**src/rtl/alu_pkg.sv**
```systemverilog
// Execute-stage ALU control codes and the multiply/divide unit state encoding.
package alu_pkg;

    localparam logic [3:0] ALU_AND = 4'b0000;
    localparam logic [3:0] ALU_OR  = 4'b0001;
    localparam logic [3:0] ALU_ADD = 4'b0010;
    localparam logic [3:0] ALU_SUB = 4'b0110;
    localparam logic [3:0] ALU_MUL = 4'b1010;
    localparam logic [3:0] ALU_DIV = 4'b1011;
    localparam logic [3:0] ALU_REM = 4'b1100;

    typedef enum logic [1:0] {
        ST_IDLE = 2'd0,
        ST_RUN  = 2'd1,
        ST_DONE = 2'd2
    } md_state_e;

endpackage

```
**src/rtl/seq_muldiv_if.sv**
```systemverilog
// Request/response handshake between the pipeline (master) and seq_muldiv (slave).
interface seq_muldiv_if #(
    parameter int WIDTH = 32
);
    logic             start_i;
    logic [3:0]       op_i;
    logic [WIDTH-1:0] data1_i;
    logic [WIDTH-1:0] data2_i;
    logic             busy_o;
    logic             valid_o;
    logic [WIDTH-1:0] data_o;

    modport master (
        output start_i, op_i, data1_i, data2_i,
        input  busy_o, valid_o, data_o
    );

    modport slave (
        input  start_i, op_i, data1_i, data2_i,
        output busy_o, valid_o, data_o
    );
endinterface

```
**src/rtl/seq_divider_core.sv**
```systemverilog
// Unsigned restoring divider: one quotient bit per step, operands loaded as magnitudes.
module seq_divider_core #(
    parameter int WIDTH = 32
) (
    input  logic             clk_i,
    input  logic             rst_i,
    input  logic             load_i,
    input  logic             step_i,
    input  logic [WIDTH-1:0] dividend_i,
    input  logic [WIDTH-1:0] divisor_i,
    output logic [WIDTH-1:0] quotient_o,
    output logic [WIDTH-1:0] remainder_o
);
    logic [WIDTH-1:0] quo_q;
    logic [WIDTH-1:0] rem_q;
    logic [WIDTH-1:0] div_q;
    logic [WIDTH:0]   shifted;
    logic [WIDTH:0]   diff;

    // diff[WIDTH] set means the trial subtraction went negative: restore.
    always_comb begin
        shifted = {rem_q, quo_q[WIDTH-1]};
        diff    = shifted - {1'b0, div_q};
    end

    always_ff @(posedge clk_i) begin
        if (rst_i) begin
            quo_q <= '0;
            rem_q <= '0;
            div_q <= '0;
        end else if (load_i) begin
            quo_q <= dividend_i;
            rem_q <= '0;
            div_q <= divisor_i;
        end else if (step_i) begin
            quo_q <= {quo_q[WIDTH-2:0], ~diff[WIDTH]};
            rem_q <= diff[WIDTH] ? shifted[WIDTH-1:0] : diff[WIDTH-1:0];
        end
    end

    assign quotient_o  = quo_q;
    assign remainder_o = rem_q;
endmodule

```
**src/rtl/seq_muldiv.sv**
```systemverilog
// Iterative multiply/divide unit: shift-add MUL, signed DIV/REM on a restoring core,
// fixed WIDTH+1 cycle latency with busy/valid handshake.
module seq_muldiv
    import alu_pkg::*;
#(
    parameter int WIDTH = 32,
    parameter int CNT_W = 6
) (
    input  logic         clk_i,
    input  logic         rst_i,
    seq_muldiv_if.slave  bus
);
    md_state_e          state_q, state_n;
    logic [CNT_W-1:0]   cnt_q;
    logic [3:0]         op_q;
    logic [WIDTH-1:0]   a_q, b_q;
    logic [2*WIDTH-1:0] prod_q, prod_step;
    logic [WIDTH:0]     prod_sum;
    logic [WIDTH-1:0]   data_q, result;
    logic [WIDTH-1:0]   mag_a, mag_b, quo, rem;
    logic               a_neg, b_neg, div_zero, div_ovf, start_ok;

    assign start_ok = (state_q == ST_IDLE) && bus.start_i;
    assign mag_a    = bus.data1_i[WIDTH-1] ? -bus.data1_i : bus.data1_i;
    assign mag_b    = bus.data2_i[WIDTH-1] ? -bus.data2_i : bus.data2_i;

    seq_divider_core #(.WIDTH(WIDTH)) u_div (
        .clk_i       (clk_i),
        .rst_i       (rst_i),
        .load_i      (start_ok),
        .step_i      (state_q == ST_RUN),
        .dividend_i  (mag_a),
        .divisor_i   (mag_b),
        .quotient_o  (quo),
        .remainder_o (rem)
    );

    always_ff @(posedge clk_i) begin
        if (rst_i) state_q <= ST_IDLE;
        else       state_q <= state_n;
    end

    always_comb begin
        state_n = state_q;
        case (state_q)
            ST_IDLE: if (bus.start_i) state_n = ST_RUN;
            ST_RUN:  if (cnt_q == CNT_W'(1)) state_n = ST_DONE;
            ST_DONE: state_n = ST_IDLE;
            default: state_n = ST_IDLE;
        endcase
    end

    // Shift-add step: add A into the upper half when the multiplier LSB is set, then shift right.
    always_comb begin
        prod_sum  = {1'b0, prod_q[2*WIDTH-1:WIDTH]} + (prod_q[0] ? {1'b0, a_q} : '0);
        prod_step = {prod_sum, prod_q[WIDTH-1:1]};
    end

    always_comb begin
        a_neg    = a_q[WIDTH-1];
        b_neg    = b_q[WIDTH-1];
        div_zero = (b_q == '0);
        div_ovf  = (a_q == {1'b1, {(WIDTH-1){1'b0}}}) && (b_q == '1);
        result   = '0;
        case (op_q)
            ALU_MUL: result = prod_q[WIDTH-1:0];
            ALU_DIV: begin
                if (div_zero)     result = '1;
                else if (div_ovf) result = a_q;
                else              result = (a_neg ^ b_neg) ? -quo : quo;
            end
            ALU_REM: begin
                if (div_zero)     result = a_q;
                else if (div_ovf) result = '0;
                else              result = a_neg ? -rem : rem;
            end
            default: result = '0;
        endcase
    end

    always_ff @(posedge clk_i) begin
        if (rst_i) begin
            cnt_q  <= '0;
            op_q   <= '0;
            a_q    <= '0;
            b_q    <= '0;
            prod_q <= '0;
            data_q <= '0;
        end else begin
            case (state_q)
                ST_IDLE: if (bus.start_i) begin
                    cnt_q  <= CNT_W'(WIDTH);
                    op_q   <= bus.op_i;
                    a_q    <= bus.data1_i;
                    b_q    <= bus.data2_i;
                    prod_q <= {{WIDTH{1'b0}}, bus.data2_i};
                end
                ST_RUN: begin
                    cnt_q  <= cnt_q - CNT_W'(1);
                    prod_q <= prod_step;
                end
                ST_DONE: data_q <= result;
                default: ;
            endcase
        end
    end

    assign bus.busy_o  = (state_q != ST_IDLE);
    assign bus.valid_o = (state_q == ST_DONE);
    assign bus.data_o  = (state_q == ST_DONE) ? result : data_q;
endmodule

```
**src/flat_wrapper.sv**
```systemverilog
// flat-port wrapper written by rule: the top's interface ports become plain ports
module seq_muldiv_flat import alu_pkg::*;
#(
    parameter int WIDTH = 32,
    parameter int CNT_W = 6
)
  (clk_i, rst_i, bus_start_i, bus_op_i, bus_data1_i, bus_data2_i, bus_busy_o, bus_valid_o, bus_data_o);
  seq_muldiv_if #(.WIDTH(WIDTH)) bus_i ();
  input  logic clk_i;
  input  logic rst_i;
  input wire logic [$bits(bus_i.start_i)-1:0] bus_start_i;
  input wire logic [$bits(bus_i.op_i)-1:0] bus_op_i;
  input wire logic [$bits(bus_i.data1_i)-1:0] bus_data1_i;
  input wire logic [$bits(bus_i.data2_i)-1:0] bus_data2_i;
  output wire logic [$bits(bus_i.busy_o)-1:0] bus_busy_o;
  output wire logic [$bits(bus_i.valid_o)-1:0] bus_valid_o;
  output wire logic [$bits(bus_i.data_o)-1:0] bus_data_o;
  assign bus_i.start_i = bus_start_i;
  assign bus_i.op_i = bus_op_i;
  assign bus_i.data1_i = bus_data1_i;
  assign bus_i.data2_i = bus_data2_i;
  assign bus_busy_o = bus_i.busy_o;
  assign bus_valid_o = bus_i.valid_o;
  assign bus_data_o = bus_i.data_o;
  seq_muldiv #(.WIDTH(WIDTH), .CNT_W(CNT_W)) u_core (.clk_i(clk_i), .rst_i(rst_i), .bus(bus_i));
endmodule
```
**config.mk**
```make
export PLATFORM = sky130hd
export DESIGN_NAME = seq_muldiv_flat
export DESIGN_NICKNAME = d
export VERILOG_FILES = /design/src/rtl/alu_pkg.sv /design/src/rtl/seq_muldiv_if.sv /design/src/rtl/seq_divider_core.sv /design/src/rtl/seq_muldiv.sv /design/src/flat_wrapper.sv
export SDC_FILE = /design/constraint.sdc
export NUM_CORES = 1
export LEC_CHECK = 0
export CAP_MARGIN = 20
export CORE_MARGIN = 2
export CORE_UTILIZATION = 55
export CTS_BUF_LIST = sky130_fd_sc_hd__clkbuf_16
export CTS_CLUSTER_DIAMETER = 200
export CTS_CLUSTER_SIZE = 24
export DETAILED_ROUTE_END_ITERATION = 6
export HOLD_SLACK_MARGIN = 0.08
export PLACE_DENSITY = 0.75
export RECOVER_POWER = 25
export SLEW_MARGIN = 20
export SYNTH_ARGS = -nofsm -noshare
export SYNTH_HDL_FRONTEND = slang
export SYNTH_HIERARCHICAL = 1
export SYNTH_SLANG_ARGS = --single-unit
```
**constraint.sdc**
```tcl
create_clock -name clk_i -period 9 [get_ports clk_i]
set_input_delay 2.25 -clock clk_i [delete_from_list [all_inputs] [get_ports clk_i]]
set_output_delay 2.25 -clock clk_i [all_outputs]
set_load 0.01 [all_outputs]
```
==> qor.txt, run 1 <==
Result of the run - complete, but fails checks
Violations in the final reports - capacitance limit, slew limit
Register Area - 5370 µm²
Psw - 1.17 mW
Drt first pass iters - 6
Number of buffers inserted during clock tree synthesis - 15
Number of inserted filler cells in the final layout - 2931
Clock network fraction of total power - 23.0%
Critical path fanouts, max - 73
Remaining global-route overflow - 0
Data arrival time of the critical path - 7.95 ns
RSZ-0062 raised after global routing - false
Critical path depth - 9
Antenna violations before repair - 1
Delay-heaviest family, CP - buffers and inverters
Share of Yosys cell area claimed by the top area cell type - 30.1%
Clock root buffer - sky130_fd_sc_hd__clkbuf_16
Via density per instance - 6.42
Antenna fix cells - 0
Layout cells sized above 1 - 3.06%
Post-DRT Antenna Nets - 0
Post-synth EDFFs - 0
Internal Pwr Total - 1.95 mW
Minimum hold slack - 0.458 ns
Post-Syn Area - 17800 µm²
Slew at the pin closest to its max-slew limit - 3.70 ns
Setup repair bufs after CTS - 0
Max-slew violations - 224
PortBufs - 104
Wire length of the first global-routing pass - 88200 µm
Area used by multi-input combinational logic - 11600 µm²
Per-cell routed wire length - 20.6 µm
Post-synthesis sequential area ratio - 30.1%
Number of global-route vias before repair - 15760
Final Wtd Congestion - 0.957
Mean instance size in the synthesized netlist - 7.46 µm²
Hold bufs inserted after CTS - 0
Final setup violation count - 0
#FFs+latches synth - 268
Die area - 33800 µm²
Sequential fraction of design power - 43.9%
Global router's overall resource usage - 32.8%
Dominant synthesized flop cell - sky130_fd_sc_hd__dfxtp_1
Nature of the critical path startpoint - input pin
Top-level I/O count - 105
Final-layout setup total negative slack - 0 ns
Number of instances in the synthesized netlist - 2388
Cell-by-cell trace of the critical path - clkdlybuf4s50_1 > nand2_2 > clkbuf_1 > inv_6 > nor2_1 > nand3_1 > mux2i_1 > a31oi_1 > nand2_1
Crit path largest cell delay - 2.58 ns
Worst slew margin relative to its limit - -146%
Rows - 65
Pin count of the biggest net entering global routing - 99
Final worst-path cycle share - 83.5%
Commonest cells in the netlist - sky130_fd_sc_hd__nand2_1, sky130_fd_sc_hd__dfxtp_1, sky130_fd_sc_hd__a21oi_1
TritonCTS clock tree - yes
Critical path buffer and inverter count - 3
Clock sink count - 268
Total core area - 31700 µm²
Largest voltage drop on the vdd net - 0.162 mV
Crit. End Element - register
Main area contributors after synthesis - sky130_fd_sc_hd__dfxtp_1, sky130_fd_sc_hd__nand2_1, sky130_fd_sc_hd__a21oi_1, sky130_fd_sc_hd__xnor2_1, sky130_fd_sc_hd__ha_1
Cell variety after synth - 91
Yosys warnings - 6
Cell with the largest stage delay on the worst path - sky130_fd_sc_hd__clkbuf_1
DRC - 0
Final hold violation count - 0
Initial core utilization - 56.1%
Total Wirelength - 57400 µm
Initial DRC Count - 1956
CTS clock-pin slew for the worst setup and hold paths - 0.10 ns
Class of the tightest hold or removal check - register to register
Vias - 17871
Crit path required time - 9.44 ns
Y dimension of the die - 184 µm
Cells on worst reg2reg path - 9
Peak clock frequency supported by timing - 133 MHz
H-tree depth reported by CTS - 1
Net count after synthesis - 2531
Area growth syn-to-layout - 8.26%
Number of gates resized after cts - 0
Most frequent cell after synthesis - sky130_fd_sc_hd__nand2_1
Worst setup path category - input pin to register
DP HPWL - 42500 µm
Pwr per Cell Area - 162 nW/µm²
Time the final worst path needs with I/O delays and setup - 7.51 ns
Min-Delay Path Depth - 2
Maximum number of buffers from clock root to sink - 3
Fin nets - 2526
Setup skew after layout - 0.0415 ns
Fraction of registers with async set/reset - 0%
Gate power share - 33.1%
Reported max-cap violation count - 4
Lkg Pwr - 7.12 nW
Switching power as a share of total power - 37.5%
PnR Total Power - 3.13 mW
Cell type with the highest aggregate area in the netlist - sky130_fd_sc_hd__dfxtp_1
Die width - 184 µm
Latest clock arrival within the worst-skew pair - 0.51 ns
==> metal layers <==
metal / track usage (%) / wire length, µm / up-vias / share of wire (%)
li1: - / - / 8488 / -
met4: 11.2 / 2140 / 0 / 3.7
met1: 45.3 / 24900 / 8519 / 43
met2: 52.9 / 25900 / 762 / 45
met3: 4.02 / 4490 / 102 / 7.8
met5: 0 / 0 / - / 0
==> power by group through the flow <==
stage	registers [mW]	clock network, mW	logic (mW)
5_1_grt	1.38	0.771	1.13
2_1_floorplan	1.34	0	0.788
3_5_place_dp	1.39	0	1.01
6_report	1.37	0.718	1.04
3_3_place_gp	1.39	0	0.996
4_1_cts	1.37	0.737	1.02
==> worst reg2reg max path: stages, from the launching register on <==
cell,delay (ns)
sky130_fd_sc_hd__dfxtp_1,0.35
sky130_fd_sc_hd__nor2_1,0.07
sky130_fd_sc_hd__nand2_2,0.06
sky130_fd_sc_hd__clkbuf_1,2.58
sky130_fd_sc_hd__inv_6,1.00
sky130_fd_sc_hd__nor2_1,1.14
sky130_fd_sc_hd__nand3_1,0.17
sky130_fd_sc_hd__mux2i_1,0.19
sky130_fd_sc_hd__a31oi_1,0.06
sky130_fd_sc_hd__nand2_1,0.11
==> kinds of logic after synthesis <==
logic type / count (synthesis) / synth area share, %
buffers and inverters: 214 / 4.80
adders and majority gates: 72 / 5.14
AOI/OAI and AO/OA: 675 / 23.7
and+or+nand+nor: 922 / 24.1
muxes: 73 / 4.12
xor gates and xnor gates: 164 / 8.07
DFF: 268 / 30.1
==> through the flow <==
step	utilization [%]	worst slack, ns	cells	instance area [µm²]
CTS	60.9	2.53	2784	19300
finish	60.8	1.49	2784	19300
floorplan	-	3.99	2388	17800
detailed placement	59.6	3.10	2768	18900
global placement	59.6	2.79	2768	18900
global route	60.8	1.11	2784	19300
==> cell usage in the layout, fill, tap and decap left out, types with 9 or more instances in the layout <==
| master | Yosys | layout |
|---|---|---|
| sky130_fd_sc_hd__ha_1 | 70 | 70 |
| sky130_fd_sc_hd__or4_1 | 24 | 24 |
| sky130_fd_sc_hd__clkdlybuf4s50_1 | 0 | 101 |
| sky130_fd_sc_hd__buf_4 | 2 | 12 |
| sky130_fd_sc_hd__nand2_1 | 427 | 426 |
| sky130_fd_sc_hd__nor3_1 | 31 | 30 |
| sky130_fd_sc_hd__o21ai_1 | 56 | 42 |
| sky130_fd_sc_hd__and2_1 | 33 | 33 |
| sky130_fd_sc_hd__inv_1 | 70 | 69 |
| sky130_fd_sc_hd__a211oi_1 | 19 | 19 |
| sky130_fd_sc_hd__o21ai_0 | 108 | 122 |
| sky130_fd_sc_hd__and3_1 | 11 | 11 |
| sky130_fd_sc_hd__o211ai_1 | 9 | 9 |
| sky130_fd_sc_hd__a22o_1 | 14 | 14 |
| sky130_fd_sc_hd__a21o_1 | 24 | 24 |
| sky130_fd_sc_hd__nor2b_1 | 20 | 20 |
| sky130_fd_sc_hd__nand4_1 | 29 | 29 |
| sky130_fd_sc_hd__nand2b_1 | 16 | 16 |
| sky130_fd_sc_hd__xor2_1 | 59 | 59 |
| sky130_fd_sc_hd__dfxtp_1 | 268 | 268 |
| sky130_fd_sc_hd__a311oi_1 | 18 | 18 |
| sky130_fd_sc_hd__or3_1 | 18 | 18 |
| sky130_fd_sc_hd__o31ai_1 | 34 | 34 |
| sky130_fd_sc_hd__a31oi_1 | 50 | 50 |
| sky130_fd_sc_hd__nand3_1 | 37 | 37 |
| sky130_fd_sc_hd__clkbuf_16 | 0 | 15 |
| sky130_fd_sc_hd__mux2i_1 | 71 | 71 |
| sky130_fd_sc_hd__a21oi_1 | 225 | 225 |
| sky130_fd_sc_hd__nor2_1 | 198 | 197 |
| sky130_fd_sc_hd__o41ai_1 | 11 | 11 |
| sky130_fd_sc_hd__o22ai_1 | 18 | 18 |
| sky130_fd_sc_hd__xnor2_1 | 105 | 105 |
| sky130_fd_sc_hd__nor4_1 | 32 | 31 |
| sky130_fd_sc_hd__o221ai_1 | 11 | 11 |
==> registers in the layout, indices dropped and copies added (netlist names), 6 cells and up <==
register	flops
u_core/a_q	32
u_core/b_q	32
u_core/cnt_q	6
u_core/data_q	32
u_core/prod_q	64
u_core/u_div/div_q	32
u_core/u_div/quotient_o	32
u_core/u_div/remainder_o	32
==> worst paths after layout <==
kind                     startpoint                      endpoint  slack [ns]
setup reg to reg  u_core/state_q[1]  u_core/u_div/remainder_o[31]        3.24
hold / removal    u_core/data_q[29]             u_core/data_q[29]        0.46
hold reg to reg   u_core/data_q[29]             u_core/data_q[29]        0.46
setup / recovery        bus_start_i  u_core/u_div/remainder_o[31]        1.49
==> area by class of cell <==
class                           count  share of cell area, %
Timing Repair Buffer              119                   5.87
Multi-Input combinational cell   1906                   60.2
Inverter                           73                   1.46
Sequential cell                   268                   27.8
Tap cell                          402                   2.61
Clock inverter                      1                  0.104
Clock buffer                       15                   1.95
(Power assumes the default switching activity.)
==> run 2: changes to the inputs <==
Settings changed: PLACE_DENSITY 0.75 to 0.77.
Clock period 9 ns to 6.6 ns, I/O delays scaled along.
==> run 2 against run 1 <==
Compared with the run above: the flow still finishes with violations (capacitance limit, slew limit); power grew 37%; flip-flop and latch count is the same; design area grew 0.36%; setup slack lost 0.78 ns; sequential power grew 36%; cell count grew 0.36%; largest power group unchanged; highest routed layer unchanged.
==> qor.txt, run 2 (synthesis results as in run 1) <==
Final setup violation count - 0 (unchanged)
Worst Hold Path EP - u_core/data_q[16]
Per-cell routed wire length - 20.4 µm (-0.91%)
Delay-heaviest family, CP - simple AND/OR/NAND/NOR gates
CTS clock-pin slew for the worst setup and hold paths - 0.10 ns (about the same)
Gate power share - 33.2% (about the same)
Crit path largest cell delay - 0.88 ns (-1.70 ns)
Post-route cell area - 19400 µm² (+0.36%)
Maximum number of buffers from clock root to sink - 3 (unchanged)
Worst setup path category - register to output port
Crit path required time - 4.95 ns (-4.49 ns)
Worst slew margin relative to its limit - -132% (+15 points)
Post-DRT Antenna Nets - 0 (unchanged)
Pin count of the biggest net entering global routing - 96 (-3.0%)
Wire length of the first global-routing pass - 88500 µm (+0.39%)
Critical path buffer and inverter count - 1 (-2)
Min-Delay Path Depth - 2 (unchanged)
Largest voltage drop on the vdd net - 0.275 mV (+70%)
Worst reg2reg path endpoint - u_core/prod_q[63]
Max-slew violations - 146 (-35%)
Layout cells sized above 1 - 3.51% (+0.45 points)
Number of buffers inserted during clock tree synthesis - 15 (unchanged)
Initial DRC Count - 1980 (+1.2%)
Remaining global-route overflow - 0 (unchanged)
Final hold violation count - 0 (unchanged)
PnR Total Power - 4.27 mW (+37%)
Peak clock frequency supported by timing - 170 MHz
Time the final worst path needs with I/O delays and setup - 5.90 ns
Top-level I/O count - 105 (unchanged)
Drt first pass iters - 6 (unchanged)
Most frequent cell on the critical path - sky130_fd_sc_hd__or4_1
Hold bufs inserted after CTS - 0 (unchanged)
Reported max-cap violation count - 2 (-2)
Global router's overall resource usage - 32.7% (-0.10 points)
Y dimension of the die - 184 µm (unchanged)
Total Wirelength - 57100 µm (-0.55%)
Psw - 1.60 mW (+36%)
Total core area - 31700 µm² (unchanged)
Max reg flops - 64 (unchanged)
Largest register by flop count - u_core/prod_q
Antenna violations before repair - 0 (-1)
DP HPWL - 42000 µm (-1.1%)
Area growth syn-to-layout - 8.66%
Antenna fix cells - 0 (unchanged)
Data arrival time of the critical path - 4.25 ns (-3.70 ns)
Number of gates resized after cts - 0 (unchanged)
Switching power as a share of total power - 37.5% (about the same)
DRC - 0 (unchanged)
Critical path fanouts, max - 18 (-75%)
Nature of the critical path startpoint - register
Via density per instance - 6.38 (-0.60%)
Hold Path Origin - u_core/data_q[16]
Internal Pwr Total - 2.67 mW (+37%)
Reg2reg start - u_core/prod_q[0]
Final worst-path cycle share - 89.3%
Fin nets - 2535 (+0.36%)
H-tree depth reported by CTS - 1 (unchanged)
Die area - 33800 µm² (unchanged)
Final-layout setup total negative slack - 0 ns (unchanged)
Clock root buffer - sky130_fd_sc_hd__clkbuf_16
PortBufs - 104 (unchanged)
Register Area - 5370 µm² (unchanged)
Setup repair bufs after CTS - 0 (unchanged)
Slew at the pin closest to its max-slew limit - 3.47 ns (-0.223 ns)
Result of the run - complete, but fails checks
Leading cell type in the layout, fill and taps excluded - sky130_fd_sc_hd__nand2_1
Cell with the largest stage delay on the worst path - sky130_fd_sc_hd__nor4_4
Lkg Pwr - 7.16 nW (+0.59%)
Number of inserted filler cells in the final layout - 2911 (-0.68%)
Pwr per Cell Area - 221 nW/µm² (+36%)
FF-to-FF setup slack - 2.22 ns (-1.02 ns)
Area used by multi-input combinational logic - 11600 µm² (about the same)
Cells on worst reg2reg path - 12 (+3)
Most frequent cells in the layout - sky130_fd_sc_hd__nand2_1, sky130_fd_sc_hd__dfxtp_1, sky130_fd_sc_hd__a21oi_1
Vias - 17828 (-0.24%)
Clock sink count - 268 (unchanged)
Cell-by-cell trace of the critical path - or4_1 > or4_1 > nor4_4 > nor2_1 > a21oi_1 > a211oi_1 > o21ai_1 > clkdlybuf4s50_1
Placed Instance Area - 19000 µm² (+0.30%)
Final std cells w/o fill - 2794 (+0.36%)
Setup skew after layout - 0.0263 ns (-0.0152 ns)
Number of global-route vias before repair - 16157 (+2.5%)
Die width - 184 µm (unchanged)
Rows - 65 (unchanged)
TritonCTS clock tree - yes
Sequential fraction of design power - 43.6% (-0.3 points)
Crit. End Element - output port
Class of the tightest hold or removal check - register to register
Clock network fraction of total power - 23.2% (+0.2 points)
RSZ-0062 raised after global routing - false
Initial core utilization - 56.1% (unchanged)
Final Wtd Congestion - 0.940 (-1.7%)
Number of cells after detailed placement - 2776 (+0.29%)
Violations in the final reports - capacitance limit, slew limit
Latest clock arrival within the worst-skew pair - 0.52 ns (about the same)
[run 2: layer usage]
layer / part of all wire (%) / routed length, µm / track usage, % / vias up
li1: - / - / - / 8501
met1: 44 / 24900 / 45.9 / 8472
met2: 45 / 25500 / 52.3 / 748
met3: 7.9 / 4490 / 3.41 / 107
met4: 3.9 / 2200 / 11.3 / 0
met5: 0 / 0 / 0 / -
[run 2: power groups by stage]
stage	clock network (mW)	registers, mW	logic [mW]
CTS	1.01	1.85	1.39
global placement	0	1.88	1.35
global route	1.06	1.87	1.53
floorplan	0	1.83	1.07
detailed placement	0	1.89	1.38
finish	0.992	1.86	1.42
[run 2: metrics by stage]
step	hold slack, ns	worst slack [ns]	util (%)
6_report	0.461	0.705	61.0
5_1_grt	0.479	0.508	61.0
4_1_cts	0.460	0.753	61.1
3_5_place_dp	0.446	1.31	59.8
3_3_place_gp	0.434	1.31	59.8
2_1_floorplan	0.425	2.19	-
[run 2: worst reg2reg max path, delay by kind of cell (launching register included)]
family / cells / cell delay (ns)
simple gates: 3 / 0.69
flops: 1 / 0.98
compound gates: 6 / 1.97
buf+inv: 1 / 0.07
fa+ha+maj: 2 / 0.60
[run 2: layout make-up]
class	instances	share of cell area (%)
Tap cell	402	2.60
Timing Repair Buffer	128	6.19
Clock inverter	2	0.149
Multi-Input combinational cell	1906	59.9
Clock buffer	15	1.94
Inverter	73	1.45
Sequential cell	268	27.7
[run 2: worst max-delay path by stage]
stage | startpoint | endpoint | depth (start not counted)
after floorplan | u_core/u_div/remainder_o[10] | bus_data_o[28] | 9
after global placement | u_core/a_q[0] | bus_data_o[31] | 8
after detailed placement | u_core/b_q[31] | bus_data_o[15] | 8
after CTS | u_core/a_q[0] | bus_data_o[31] | 8
after global routing | u_core/b_q[31] | bus_data_o[15] | 8
final | u_core/a_q[0] | bus_data_o[31] | 8
